## config.mk

```make
export PLATFORM = sky130hd
export DESIGN_NAME = uart_byte_rx
export DESIGN_NICKNAME = d
export VERILOG_FILES = /design/src/rtl/uart_pkg.sv /design/src/rtl/sync_2ff.sv /design/src/rtl/uart_byte_rx.sv
export SDC_FILE = /design/constraint.sdc
export NUM_CORES = 1
export LEC_CHECK = 0
export BUFFER_PORTS_ARGS = -buffer_cell sky130_fd_sc_hd__buf_2
export CORE_ASPECT_RATIO = 0.9
export CORE_MARGIN = 8
export CORE_UTILIZATION = 45
export CTS_CLUSTER_SIZE = 8
export DETAILED_ROUTE_END_ITERATION = 8
export PLACE_DENSITY = 0.61
export SYNTH_ARGS = -nofsm -noshare
export SYNTH_HDL_FRONTEND = slang
export SYNTH_HIERARCHICAL = 1
export SYNTH_SLANG_ARGS = --single-unit
```

## constraint.sdc

```tcl
create_clock -name clk -period 7.9 [get_ports clk]
set_input_delay 0.79 -clock clk [delete_from_list [all_inputs] [get_ports clk]]
set_output_delay 0.79 -clock clk [all_outputs]
set_load 0.03 [all_outputs]
```

## src/rtl/uart_pkg.sv

```systemverilog
// uart_pkg: shared types and constants for the UART receive path
package uart_pkg;
  localparam int DATA_BITS = 8;
  localparam int MIN_DIV = 4;
  localparam int DIV_W = 32;
  typedef logic [DIV_W-1:0] div_t;
  typedef enum logic [2:0] {IDLE, START, DATA, STOP, BREAK} state_t;
endpackage

```

## src/rtl/sync_2ff.sv

```systemverilog
// sync_2ff: two-flop synchronizer with a selectable reset value
module sync_2ff #(
  parameter logic RST_VAL = 1'b0
) (
  input  logic clk,
  input  logic resetn,
  input  logic d,
  output logic q
);
  logic m;
  always_ff @(posedge clk or negedge resetn)
    if (!resetn) {q, m} <= {RST_VAL, RST_VAL};
    else {q, m} <= {m, d};
endmodule

```

## src/rtl/uart_byte_rx.sv

```systemverilog
// uart_byte_rx: 8N1 serial receiver with a runtime-programmable bit period
module uart_byte_rx #(
  parameter int DIV_W = 32,
  parameter int DATA_BITS = 8
) (
  input  logic                 clk,
  input  logic                 resetn,
  input  logic                 ser_rx,
  input  logic [DIV_W-1:0]     cfg_divider,
  output logic [DATA_BITS-1:0] data,
  output logic                 valid,
  output logic                 frame_err
);
  import uart_pkg::*;
  localparam int IDX_W = $clog2(DATA_BITS);
  logic rx_s;
  state_t state, state_n;
  logic [DIV_W-1:0] cnt, cnt_n, d, d_n, d_in, d_last, h_last;
  logic [IDX_W-1:0] idx, idx_n;
  logic [DATA_BITS-1:0] sh, sh_n, data_n;
  logic valid_n, ferr_n;

  sync_2ff #(.RST_VAL(1'b1)) u_sync (.clk(clk), .resetn(resetn), .d(ser_rx), .q(rx_s));

  assign d_in = (cfg_divider < DIV_W'(MIN_DIV)) ? DIV_W'(MIN_DIV) : cfg_divider;
  assign d_last = d - DIV_W'(1);
  assign h_last = (d >> 1) - DIV_W'(1);

  always_ff @(posedge clk or negedge resetn)
    if (!resetn) begin
      state <= IDLE;
      cnt <= '0;
      d <= DIV_W'(MIN_DIV);
      idx <= '0;
      sh <= '0;
      data <= '0;
      valid <= 1'b0;
      frame_err <= 1'b0;
    end else begin
      state <= state_n;
      cnt <= cnt_n;
      d <= d_n;
      idx <= idx_n;
      sh <= sh_n;
      data <= data_n;
      valid <= valid_n;
      frame_err <= ferr_n;
    end

  // The divider is frozen at start detection so cfg changes never disturb a frame in flight.
  always_comb begin
    state_n = state;
    cnt_n = cnt + DIV_W'(1);
    d_n = d;
    idx_n = idx;
    sh_n = sh;
    data_n = data;
    valid_n = 1'b0;
    ferr_n = 1'b0;
    case (state)
      IDLE: begin
        cnt_n = '0;
        d_n = rx_s ? d : d_in;
        state_n = rx_s ? IDLE : START;
      end
      START: if (cnt == h_last) begin
        cnt_n = '0;
        idx_n = '0;
        state_n = rx_s ? IDLE : DATA;
      end
      DATA: if (cnt == d_last) begin
        cnt_n = '0;
        sh_n = {rx_s, sh[DATA_BITS-1:1]};
        idx_n = idx + IDX_W'(1);
        state_n = (idx == IDX_W'(DATA_BITS - 1)) ? STOP : DATA;
      end
      STOP: if (cnt == d_last) begin
        cnt_n = '0;
        data_n = rx_s ? sh : data;
        valid_n = rx_s;
        ferr_n = !rx_s;
        state_n = rx_s ? IDLE : BREAK;
      end
      BREAK: begin
        cnt_n = '0;
        state_n = rx_s ? IDLE : BREAK;
      end
      default: state_n = IDLE;
    endcase
  end
endmodule

```

* Yosys cells after proc, flatten, opt, wreduce, memory -nomap -nowiden
Cells that the tools add are included.
Operators by class: $add $sub $neg 4, magnitude comparators 1, equality and inequality tests 10, muxes and demuxes 19, bitwise operators 1, reductions and logical operators 10
Operators with widths (number):
- 2-to-1 mux 32 bit | 3
- one-hot mux 32 bit (3 select lines) | 1
- equality test 32 bit | 2
- adder 32 x 1 -> 32 bit, second input constant | 1
- less-than comparator 32 x 3 -> 1 bit, second input constant | 1
- subtractor 31 x 1 -> 32 bit, second input constant | 1
- subtractor 32 x 1 -> 32 bit, second input constant | 1
- 2-to-1 mux 3 bit | 6
- one-hot mux 3 bit (5 select lines) | 1
- AND reduction 3 bit | 3
- equality test 3 x 2 -> 1 bit, second input constant | 2
- equality test 3 bit, second input constant | 2
- 2-to-1 mux 1 bit | 6
- != test 2 bit, second input constant | 3
- one-hot mux 3 bit (2 select lines) | 1
- AND reduction 2 bit | 2
- OR reduction 2 bit | 2
- adder 3 x 1 -> 3 bit, second input constant | 1
- equality test 3 x 1 -> 1 bit, second input constant | 1
- zero test 3 bit | 1
- 2-to-1 mux 2 bit | 1
- nonzero test 2 bit | 1
- zero test 1 bit | 1
- inverter 1 bit | 1
Word-level totals: bits in registers 90, bits of input ports 35, output and inout port bits 10, logic and storage cells 55

* Logic depth before layout (Yosys ltp)
depth after elaboration 4, mapped depth 13, mapped depth without buffers 10

* By module
Netlist, hierarchy kept.
Modules (own cells, without submodules):
- uart_byte_rx | instances 1, cells each 710, area an instance 6138.4 sq um, seq. area each 2203.4 sq um
- sync_2ff | instances 1, cells each 2, area an instance 52.6 sq um, seq. area each 52.6 sq um

* Worst setup path before layout
OpenSTA, ideal clock, no wires.
path type flip-flop to flip-flop, start register d[1], end register sh[0], arrival 3.289 ns, required time 7.775 ns, path slack 4.486 ns, stages on the path, launching flop included 14, buffers on the path 3, clock period less this slack 3.414 ns, cell sequence dfrtp_1 -> inv_1 -> ha_1 -> clkbuf_1 -> nor4b_1 -> and4_1 -> clkbuf_1 -> and3_1 -> o22ai_1 -> nor4_4 -> nand4_1 -> or3_1 -> buf_6 -> mux2_4
On the way: cells in the longest elaborated chain, start to end 3
RTL lines:
- start: declaration | line uart_byte_rx.sv:18 | logic [DIV_W-1:0] cnt, cnt_n, d, d_n, d_in, d_last, h_last;
- start signal: assignment | line uart_byte_rx.sv:33 | d <= DIV_W'(MIN_DIV);
- start signal: assignment | line uart_byte_rx.sv:42 | d <= d_n;
- subtractor 32 x 1 -> 32 bit | line uart_byte_rx.sv:26 | assign d_last = d - DIV_W'(1);
- equality test 32 bit | line uart_byte_rx.sv:71 | DATA: if (cnt == d_last) begin
- AND reduction 2 bit (no line)
- end signal: assignment | line uart_byte_rx.sv:44 | sh <= sh_n;
- end: declaration | line uart_byte_rx.sv:20 | logic [DATA_BITS-1:0] sh, sh_n, data_n;
Every way passes these cells. A chain may end at the register's enable or synchronous reset.

* Worst setup path after layout
start register d[0], end register sh[7]
The elaborated chain is that of the path after synthesis.

==> impl_results.md <==
* Top post-synthesis cells by count: nand2_1 (113), dfrtp_1 (87), nor2_1 (62), xor2_1 (62), xnor2_1 (51)
* Setup TNS Final at 0 ps
* Status: finished clean
* Die Ht at 127 um
* Unrepaired setup endpoints after global routing: false
* Via density at 5.88
* # placed instances at 876
* Maximum vdd drop at 117 uV
* Die ar. at 17800 um^2
* Final std cells w/o fill at 892
* Share of cells above drive strength 1 at 14.9%
* Most frequent cell on the critical path: nand4_1
* CP Capture Type: flip-flop
* Mapped Cells at 712
* Ranking of synthesized cells by area: dfrtp_1 (35%), xor2_1 (8.8%), xnor2_1 (7.2%)
* Routed WL per cell at 18.9 um
* Worst path slowest cell: nor3b_1
* DRT Pass-1 Iters at 5
* Worst clock skew at 7.08 ps
* Reg area at 2260 um^2
* Worst EP required at 8130 ps
* Htree depth at 3
* Setup-failing EPs final at 0
* Clk Latency, worst-skew pair at 350 ps
* Worst-path clk slew at 70 ps
* Leak pwr at 2.92 nW
* Vias in the first global route at 5197
* MaxCap Viol Count at 0
* Die Wd at 140 um
* Slowest cell delay on critical path at 790 ps
* GR Util All Layers at 19.8%
* Distinct cell type count after synthesis at 71
* Ys Warns at 6
* Hold Path Class: flip-flop to flip-flop
* Cell Pwr Density at 152 nW/um^2
* Slew headroom at 34.6%
* Primary FF master, synth: dfrtp_1
* Post_cts resized at 0
* Crit Path Max Fanout at 11
* Iter 0 DRT Violations at 423
* Fillers at 1311
* Final hold vios at 0
* Area of the mapped netlist at 6190 um^2
* CP Launch Type: flip-flop
* Pins over their slew limit at 0
* Post-Synthesis Mean Instance Area at 8.70 um^2
* Initial Utilization at 46.2%
* Critical Path AT at 4940 ps
* Tmin final at 4710 ps
* Delay-heaviest family, CP: simple AND/OR/NAND/NOR gates
* Via count at 5245
* Fmax at 213 MHz
* Residual DRC at 0
* Final RePlAce weighted congestion at 1.01
* Fin nets at 759
* Share of the yosys chip area belonging to registers at 36.4%
* Syn nets at 752
* Critical path buffer and inverter count at 1
* Hold-critical path depth at 0
* Synth top area share at 35.2%
* Initial antenna violation count at 0
* Hold buffers post-CTS at 0
* Post-CTS Setup Inserts at 0
* Total chip power at 0.00103 W
* Largest net degree at the start of global routing at 52
* Port Buf Inserts at 44
* Total CTS buffers at 9
* DP Wirelength at 12900 um
* EDFF count, synth at 0
* R2R cell count at 10
* TritonCTS clock tree: built
* Synth area leader: dfrtp_1
* Total core area at 13400 um^2
* Levels on crit path at 10
* Seq cells post-synth at 90
* Grt total ovfl at 0
* Root Buffer: clkbuf_16
* Number of cell rows at 40
* DRT Wirelength at 16900 um
* Crit path kind: flip-flop to flip-flop
* Longest Clk Path Bufs at 2
* First-pass GRT wire length at 28000 um
* Routed Antenna Nets at 0
* Critical-path cell list: inv_1, ha_1, nor3b_1, nand4_1, nor3_1, o211ai_1, nor4_2, nand4_1, or3_1, mux2_4
* Clock Sink Count at 90
* Post-synth ARST share at 100%
* Io pins at 45
* Area of the multi-input gates at 3700 um^2
* Slew @ Worst Pin at 982 ps
* Layout area overhead at 9.20%
* Count leader, synth: nand2_1
* N_diodes at 0
* Crit share post-route at 59.6%
==> layout by cell type (no fill, tap or decap), types with 3 or more instances in the layout <==
| cell type | synthesis | routed |
|---|---|---|
| nand2_1 | 113 | 113 |
| a311oi_1 | 5 | 5 |
| nand3_1 | 25 | 25 |
| a31oi_1 | 5 | 5 |
| nor2_1 | 62 | 62 |
| mux2_2 | 8 | 8 |
| a211oi_1 | 5 | 5 |
| o21ai_0 | 14 | 14 |
| or4_1 | 12 | 12 |
| dfrtp_1 | 87 | 87 |
| nand4_1 | 21 | 21 |
| a221o_1 | 3 | 3 |
| buf_4 | 0 | 5 |
| mux2_4 | 8 | 8 |
| or2_2 | 8 | 8 |
| o31a_1 | 3 | 3 |
| nor4_1 | 23 | 23 |
| nor2b_1 | 9 | 9 |
| clkbuf_16 | 0 | 9 |
| a21oi_1 | 9 | 9 |
| nor4b_1 | 4 | 4 |
| nor3_1 | 15 | 14 |
| buf_2 | 7 | 43 |
| o22ai_1 | 3 | 3 |
| and3_1 | 15 | 15 |
| and4_1 | 7 | 7 |
| dfstp_2 | 3 | 3 |
| xor2_1 | 62 | 62 |
| o211ai_1 | 4 | 4 |
| nand4b_1 | 4 | 4 |
| inv_1 | 9 | 9 |
| or3_1 | 8 | 8 |
| xnor2_1 | 51 | 51 |
| o21a_1 | 3 | 3 |
| ha_1 | 5 | 5 |
==> per-stage QoR <==
stage | setup slack, ps | area [um^2] | hold WS (ps) | utilization, %
floorplan | 4490 | 6190 | 345 | -
global placement | 3330 | 6450 | 348 | 48.1
detailed placement | 3290 | 6450 | 349 | 48.1
CTS | 3250 | 6760 | 358 | 50.4
global route | 2810 | 6760 | 364 | 50.4
finish | 3190 | 6760 | 357 | 50.4
==> worst register-to-register path: cells and delay by family, from the launching register on <==
kind | cells | cell delay [ps]
buffers and inverters | 1 | 190
and+or+nand+nor | 6 | 3160
muxes | 1 | 380
AOI/OAI and AO/OA | 1 | 180
adders and majority gates | 1 | 240
DFF | 1 | 440
==> state kept, by name, indices dropped and copies added, names as in the netlist, 3 cells and up <==
signal and cells:
d 32, idx 3, cnt 32, data 8
state 3, sh 8
==> final timing paths <==
path / from / endpoint / slack, ps
max in group asynchronous: resetn / cnt[26] / 6470
min in group asynchronous: resetn / d[5] / 400
min: u_sync/m / u_sync/q / 360
max: d[0] / sh[7] / 3190
min reg2reg: u_sync/m / u_sync/q / 360
max reg2reg: d[0] / sh[7] / 3190
==> logic make-up after synthesis <==
kind of cell,Yosys count,synth area share (%)
simple gates,345,29.3
xor+xnor,113,16.0
flops,90,36.4
compound gates,81,9.54
buf+inv,61,4.20
mux,17,3.56
fa+ha+maj,5,1.01
==> where the power goes <==
part / internal, W / switching (W) / total [W]
Combinational: 0.0000363 / 0.0000516 / 0.0000879
Clock: 0.000251 / 0.000199 / 0.000450
Sequential: 0.000470 / 0.0000221 / 0.000492
Total: 0.000758 / 0.000273 / 0.00103
==> routing by layer <==
layer | part of all wire, % | vias to the layer above | GRT usage, %
li1 | - | 2518 | -
met1 | 50 | 2549 | 28.2
met2 | 44 | 157 | 30.3
met3 | 4.9 | 21 | 3.24
met4 | 1.6 | 0 | 5.93
met5 | 0 | - | 0
==> cell type report <==
| cell class | count | share of cell area [%] |
|---|---|---|
| repair buffers | 48 | 3.74 |
| clock buffers | 9 | 3.33 |
| inverters | 9 | 0.500 |
| clock inverters | 7 | 1.26 |
| well taps | 168 | 3.11 |
| multi-input cells | 561 | 54.7 |
| flip-flops and latches | 90 | 33.4 |
Power figures use the tool's default switching activity.
